File: config.mk
export PLATFORM = sky130hd
export DESIGN_NAME = mem_access_stage
export DESIGN_NICKNAME = d
export VERILOG_FILES = /design/src/rtl/mem_stage_pkg.sv /design/src/rtl/mem_wb_reg.sv /design/src/rtl/mem_access_stage.sv
export SDC_FILE = /design/constraint.sdc
export NUM_CORES = 1
export LEC_CHECK = 0
export CELL_PAD_IN_SITES_DETAIL_PLACEMENT = 0
export CELL_PAD_IN_SITES_GLOBAL_PLACEMENT = 2
export CORE_MARGIN = 2
export CORE_UTILIZATION = 32
export DETAILED_ROUTE_END_ITERATION = 10
export DONT_BUFFER_PORTS = 1
export PLACE_DENSITY = 0.81
export SLEW_MARGIN = 40
export SYNTH_ARGS = -nofsm -noshare
export SYNTH_HDL_FRONTEND = slang
export SYNTH_SLANG_ARGS = --single-unit
File: constraint.sdc
create_clock -name clk_i -period 1.4 [get_ports clk_i]
set_input_delay 0.14 -clock clk_i [delete_from_list [all_inputs] [get_ports clk_i]]
set_output_delay 0.14 -clock clk_i [all_outputs]
set_load 0.02 [all_outputs]
File: src/rtl/mem_stage_pkg.sv
// Shared types and constants for the MEM pipeline stage.
package mem_stage_pkg;

  typedef enum logic {
    IDLE = 1'b0,
    WAIT = 1'b1
  } state_t;

  // Low address bits that must be zero for a word access.
  localparam logic [1:0] WORD_ALIGN_MASK = 2'b11;

  localparam int unsigned DEFAULT_MAX_WAIT = 255;

  // One MEM/WB slot.
  typedef struct packed {
    logic        valid;
    logic        regwrite;
    logic [4:0]  rd;
    logic [31:0] data;
  } memwb_t;

  localparam memwb_t MEMWB_RESET  = '0;
  localparam memwb_t MEMWB_BUBBLE = '0;

endpackage

File: src/rtl/mem_wb_reg.sv
// MEM/WB pipeline register: synchronous reset, bubble insertion.
module mem_wb_reg
  import mem_stage_pkg::*;
(
  input  logic   clk_i,
  input  logic   rst_i,
  input  logic   i_load_bubble,
  input  memwb_t i_next,
  output memwb_t o_q
);

  memwb_t r_q;

  // Load the next slot every cycle; a bubble overrides the incoming value.
  always_ff @(posedge clk_i) begin
    if (rst_i)              r_q <= MEMWB_RESET;
    else if (i_load_bubble) r_q <= MEMWB_BUBBLE;
    else                    r_q <= i_next;
  end

  assign o_q = r_q;

endmodule

File: src/rtl/mem_access_stage.sv
// MEM stage: data-memory req/ack handshake with timeout, upstream stall,
// misalignment drop and MEM/WB register.
module mem_access_stage
  import mem_stage_pkg::*;
#(
  parameter int unsigned MAX_WAIT = DEFAULT_MAX_WAIT,
  parameter int unsigned CNT_W    = 8
) (
  input  logic        clk_i,
  input  logic        rst_i,
  input  logic        valid_i,
  input  logic        memread_i,
  input  logic        memwrite_i,
  input  logic        memtoreg_i,
  input  logic        regwrite_i,
  input  logic [31:0] alu_result_i,
  input  logic [31:0] write_data_i,
  input  logic [4:0]  rd_addr_i,
  output logic        mem_req_o,
  output logic        mem_we_o,
  output logic [31:0] mem_addr_o,
  output logic [31:0] mem_wdata_o,
  input  logic [31:0] mem_rdata_i,
  input  logic        mem_ack_i,
  output logic        stall_o,
  output logic        wb_valid_o,
  output logic        wb_regwrite_o,
  output logic [4:0]  wb_rd_addr_o,
  output logic [31:0] wb_data_o,
  output logic        misalign_o,
  output logic        timeout_o
);

  state_t            r_state;
  logic [CNT_W-1:0]  r_cnt;
  logic [31:0]       r_addr;
  logic [31:0]       r_wdata;
  logic              r_we;
  logic              r_memtoreg;
  logic              r_regwrite;
  logic [4:0]        r_rd;
  logic              r_misalign;
  logic              r_timeout;

  logic              w_mem_op;
  logic              w_misaligned;
  logic              w_issue;
  logic              w_misalign_evt;
  logic              w_last;
  logic              w_ack_exit;
  logic              w_timeout_exit;
  logic              w_bubble;
  memwb_t            w_wb_next;
  memwb_t            w_wb_q;

  // Decode the current slot, stall and the next MEM/WB value.
  always_comb begin
    w_mem_op       = memread_i | memwrite_i;
    w_misaligned   = |(alu_result_i[1:0] & WORD_ALIGN_MASK);
    w_issue        = (r_state == IDLE) & valid_i & w_mem_op & ~w_misaligned;
    w_misalign_evt = (r_state == IDLE) & valid_i & w_mem_op & w_misaligned;
    // Counter is cleared on entry, so the MAX_WAIT-th WAIT cycle sees MAX_WAIT-1.
    w_last         = (r_cnt == CNT_W'(MAX_WAIT - 1));
    w_ack_exit     = (r_state == WAIT) & mem_ack_i;
    w_timeout_exit = (r_state == WAIT) & ~mem_ack_i & w_last;
    stall_o        = w_issue | ((r_state == WAIT) & ~mem_ack_i & ~w_last);

    w_bubble  = 1'b1;
    w_wb_next = MEMWB_BUBBLE;
    if ((r_state == IDLE) && valid_i && !w_mem_op) begin
      w_bubble           = 1'b0;
      w_wb_next.valid    = 1'b1;
      w_wb_next.regwrite = regwrite_i;
      w_wb_next.rd       = rd_addr_i;
      w_wb_next.data     = alu_result_i;
    end else if (w_misalign_evt || w_timeout_exit) begin
      w_bubble        = 1'b0;
      w_wb_next.valid = 1'b1;
    end else if (w_ack_exit) begin
      w_bubble           = 1'b0;
      w_wb_next.valid    = 1'b1;
      w_wb_next.regwrite = r_regwrite;
      w_wb_next.rd       = r_rd;
      w_wb_next.data     = r_memtoreg ? mem_rdata_i : r_addr;
    end
  end

  // Handshake FSM, wait counter, latched access and event pulses.
  always_ff @(posedge clk_i) begin
    if (rst_i) begin
      r_state    <= IDLE;
      r_cnt      <= '0;
      r_addr     <= '0;
      r_wdata    <= '0;
      r_we       <= 1'b0;
      r_memtoreg <= 1'b0;
      r_regwrite <= 1'b0;
      r_rd       <= '0;
      r_misalign <= 1'b0;
      r_timeout  <= 1'b0;
    end else begin
      r_misalign <= w_misalign_evt;
      r_timeout  <= w_timeout_exit;
      case (r_state)
        IDLE: begin
          if (w_issue) begin
            r_state    <= WAIT;
            r_cnt      <= '0;
            r_addr     <= alu_result_i;
            r_wdata    <= write_data_i;
            r_we       <= memwrite_i;
            // A combined read/write is a store: never write back memory data.
            r_memtoreg <= memtoreg_i & ~memwrite_i;
            r_regwrite <= regwrite_i;
            r_rd       <= rd_addr_i;
          end
        end
        WAIT: begin
          r_cnt <= r_cnt + CNT_W'(1);
          if (mem_ack_i || w_last) r_state <= IDLE;
        end
        default: r_state <= IDLE;
      endcase
    end
  end

  mem_wb_reg u_mem_wb_reg (
    .clk_i         (clk_i),
    .rst_i         (rst_i),
    .i_load_bubble (w_bubble),
    .i_next        (w_wb_next),
    .o_q           (w_wb_q)
  );

  assign mem_req_o     = (r_state == WAIT);
  assign mem_we_o      = r_we;
  assign mem_addr_o    = r_addr;
  assign mem_wdata_o   = r_wdata;
  assign wb_valid_o    = w_wb_q.valid;
  assign wb_regwrite_o = w_wb_q.regwrite;
  assign wb_rd_addr_o  = w_wb_q.rd;
  assign wb_data_o     = w_wb_q.data;
  assign misalign_o    = r_misalign;
  assign timeout_o     = r_timeout;

endmodule
==> metrics.md <==
| Metric | Value |
|---|---|
| Wire length per cell | `21.2 um` |
| Mapped Area | `roughly 5300 sq um` |
| Post-synth EDFFs | `0` |
| Setup crit end kind | `flip-flop` |
| Die Y | `133 um` |
| Netlist cell types | `36` |
| Dpl hpwl | `around 11000 um` |
| Mean Syn Cell Area | `9.26 sq um` |
| Wl on met1 | `around 6900 um` |
| Largest net degree at the start of global routing | `roughly 120` |
| Reg2reg setup slack | `-0.06 ns` |
| Peak VDD IR | `about 0.82 mV` |
| Critical Setup Path Class | `reg2reg` |
| Failing checks | `hold timing, setup timing` |
| R2R depth | `4` |
| MaxCap Viol Count | `0` |
| Fmax | `683 MHz` |
| Fin. Hold Viols | `116` |
| Setup_tns | `-0.260 ns` |
| Vias in the first global route | `4623` |
| Via density per instance | `slightly below 6` |
| CTS tree | `yes` |
| Critical path arrival | `around 1.8 ns` |
| Static Leak | `between 2 and 2.5 nW` |
| Critical path peak fanout | `4` |
| Worst R2R Start | `r_cnt[5]` |
| Top area cells in the synthesized netlist | `dfxtp_1 46%, o31ai_1 10%, nand4_1 8.3%, a21oi_1 7.0%, mux2_2 6.8%` |
| Crit path from | `r_cnt[5]` |
| Nets | `675` |
| Area growth, synth to finish | `21.6%` |
| PnR worst setup slack | `-0.0635 ns` |
| Fin cells | `roughly 800` |
| Global route overflow | `0` |
| Core ar. | `roughly 16000 sq um` |
| Max Root-Sink Buffers | `2` |
| Full die area | `~18000 sq um` |
| H-tree depth | `4` |
| Main synth FF type | `dfxtp_1` |
| Antenna viol nets, final | `0` |
| Fraction of layout cells with a size suffix above 1 | `0.250` |
| RSZ-0062 raised after global routing | `yes` |
| Post-synth ARST share | `0` |
| Later-pin clock latency in the skew report | `0.41 ns` |
| Drt total wl | `16900 um` |
| Max layer used | `met4` |
| Post-synth top area share | `0.459` |
| Met2 routed WL | `about 8200 um` |
| Worst Setup EP | `u_mem_wb_reg.o_q[38]` |
| Top cells by count, synth | `122 x dfxtp_1, 74 x a21oi_1, 74 x o31ai_1` |
| Critical path required time | `roughly 1.7 ns` |
| End of the worst register-to-register path | `u_mem_wb_reg.o_q[38]` |
| DR iter-0 viols | `between 300 and 400` |
| Fin crit period | `~1.5 ns` |
| Row count | `47` |
| GRT Total Usage | `0.183` |
| Final setup vio count | `6` |
| Num ports | `217` |
| CTS Buf Count | `17` |
| Syn Inst Count | `between 500 and 600` |
| Seq/Total Area, Yosys | `0.459` |
| WHS | `-0.214 ns` |
| Register clock-pin slew on the reported worst setup and hold paths | `around 0.060 ns` |
| Drt drc | `0` |
| Horiz. Die Dim | `approximately 130 um` |
| Max Slew Vio Count | `0` |
| Antenna cells | `0` |
| Synth warnings | `0` |
| Critical path launch point type | `flip-flop` |
| PwrDens | `1340 nW/um^2` |
| Fillers | `roughly 1.6k` |
| Placer congestion estimate | `0.783` |
| Vias | `4747` |
| DP Cell Count | `between 700 and 800` |
| Initial antenna violation count | `0` |
| Slew of the pin with the lowest slew margin | `approximately 0.36 ns` |
| Post-synth net total | `slightly below 700` |
| Initial Util | `0.324` |
| First-pass GRT wire length | `around 25000 um` |
| Dominant cell by count in the synthesized netlist | `dfxtp_1` |
| Routed wl met3 | `1520 um` |
| Final Skew | `slightly above 0.005 ns` |
| PortBufs | `0` |
| Total power | `slightly below 0.009 W` |
| Relative max-transition margin | `0.759` |
| Register bit total from synthesis | `~120` |
| Area leader, netlist | `dfxtp_1` |
| Clock Sinks | `roughly 120` |
| Final period utilization | `1.05` |
| Outcome | `finished, violations left` |
| First-pass DRT Iterations | `6` |
| CTS root buf | `clkbuf_16` |
| HP Class | `in2reg` |
==> worst min path at each step <==
stage,end,depth (start not counted),slack [ns],startpoint
2_1_floorplan,mem_we_o,2,0.29,memwrite_i
3_3_place_gp,mem_wdata_o[15],1,0.22,rst_i
3_5_place_dp,mem_wdata_o[16],1,0.22,rst_i
4_1_cts,mem_wdata_o[14],1,-0.23,rst_i
5_1_grt,mem_wdata_o[17],1,-0.24,rst_i
6_report,mem_wdata_o[17],1,-0.21,rst_i
==> placed cells by master (no fill, tap or decap), types with 3 or more instances in the layout <==
cell type and instances:
mux2_2 32, clkinv_4 3, buf_4 26, nor2_1 46, clkbuf_16 18, o31ai_1 69
o31ai_2 5, clkinvlp_4 3, clkinv_2 4, a21oi_1 69, a22oi_1 38, or2_2 3
nand2_1 3, nand4_1 71, dfxtp_2 4, buf_6 4, inv_1 4, a21oi_2 5
dfxtp_1 116, buf_12 11
==> layer usage <==
layer / vias to the layer above / track usage
li1: 2179 / -
met5: - / 0
met2: 229 / 0.302
met1: 2329 / 0.218
met4: 0 / 0.0585
met3: 10 / 0.0724
==> cells by family (layout without fill, tap and decap cells) <==
group	Yosys count	after routing	share of synthesized area
and+or+nand+nor	147	147	0.154
muxes	32	32	0.0677
DFF	122	122	0.459
adders and majority gates	2	2	0.00470
xor gates and xnor gates	1	1	0.00165
buffers and inverters	78	80	0.0745
AOI/OAI and AO/OA	193	193	0.239
==> worst max-delay path, cell delays in order, from the launching register on <==
cell     delay, ns
dfxtp_2       0.35
nand4_1       0.20
buf_4         0.21
or4_4         0.50
a31oi_4       0.14
==> stage by stage <==
step	worst slack (ns)	utilization	instance area, sq um
after CTS	-0.0859	0.386	6340
final	-0.0635	0.394	6470
after detailed placement	-0.00172	0.343	5620
after global placement	0.0652	0.343	5620
after floorplan	0.0178	-	5320
after global routing	-0.133	0.394	6470
==> flip-flops by register name (all words and copies together) (netlist names) <==
name	flops
mem_addr_o	32
misalign_o	1
r_memtoreg	1
timeout_o	1
mem_wdata_o	32
u_mem_wb_reg.o_q	39
r_cnt	8
mem_we_o	1
mem_req_o	1
r_rd	5
r_regwrite	1
==> timing repair <==
item / CTS / global route
endpoints found under the setup margin: 4 / 73
gates resized for setup: 16 / 24
pin swaps: 4 / 5
setup buffers: 10 / 2
gates cloned: 0 / 1
hold endpoints to repair: 117 / 117
==> area by class of cell <==
class / count / area (sq um) / share of cell area
Multi-Input combinational cell: 375 / 2650 / 0.409
Sequential cell: 122 / 2450 / 0.379
Timing Repair Buffer: 42 / 485 / 0.0750
Clock buffer: 18 / 439 / 0.0679
Tap cell: 220 / 275 / 0.0425
Clock inverter: 14 / 146 / 0.0226
Inverter: 6 / 25.0 / 0.00387
==> power breakdown <==
group	switching, W	internal, W	leakage, nW	total (W)
Clock	0.00169	0.00267	0.282	0.00436
Combinational	0.000381	0.000233	0.891	0.000614
Sequential	0.000150	0.00355	0.992	0.00370
Total	0.00222	0.00646	2.17	0.00867
No activity file was read; power rests on OpenSTA's default activity.
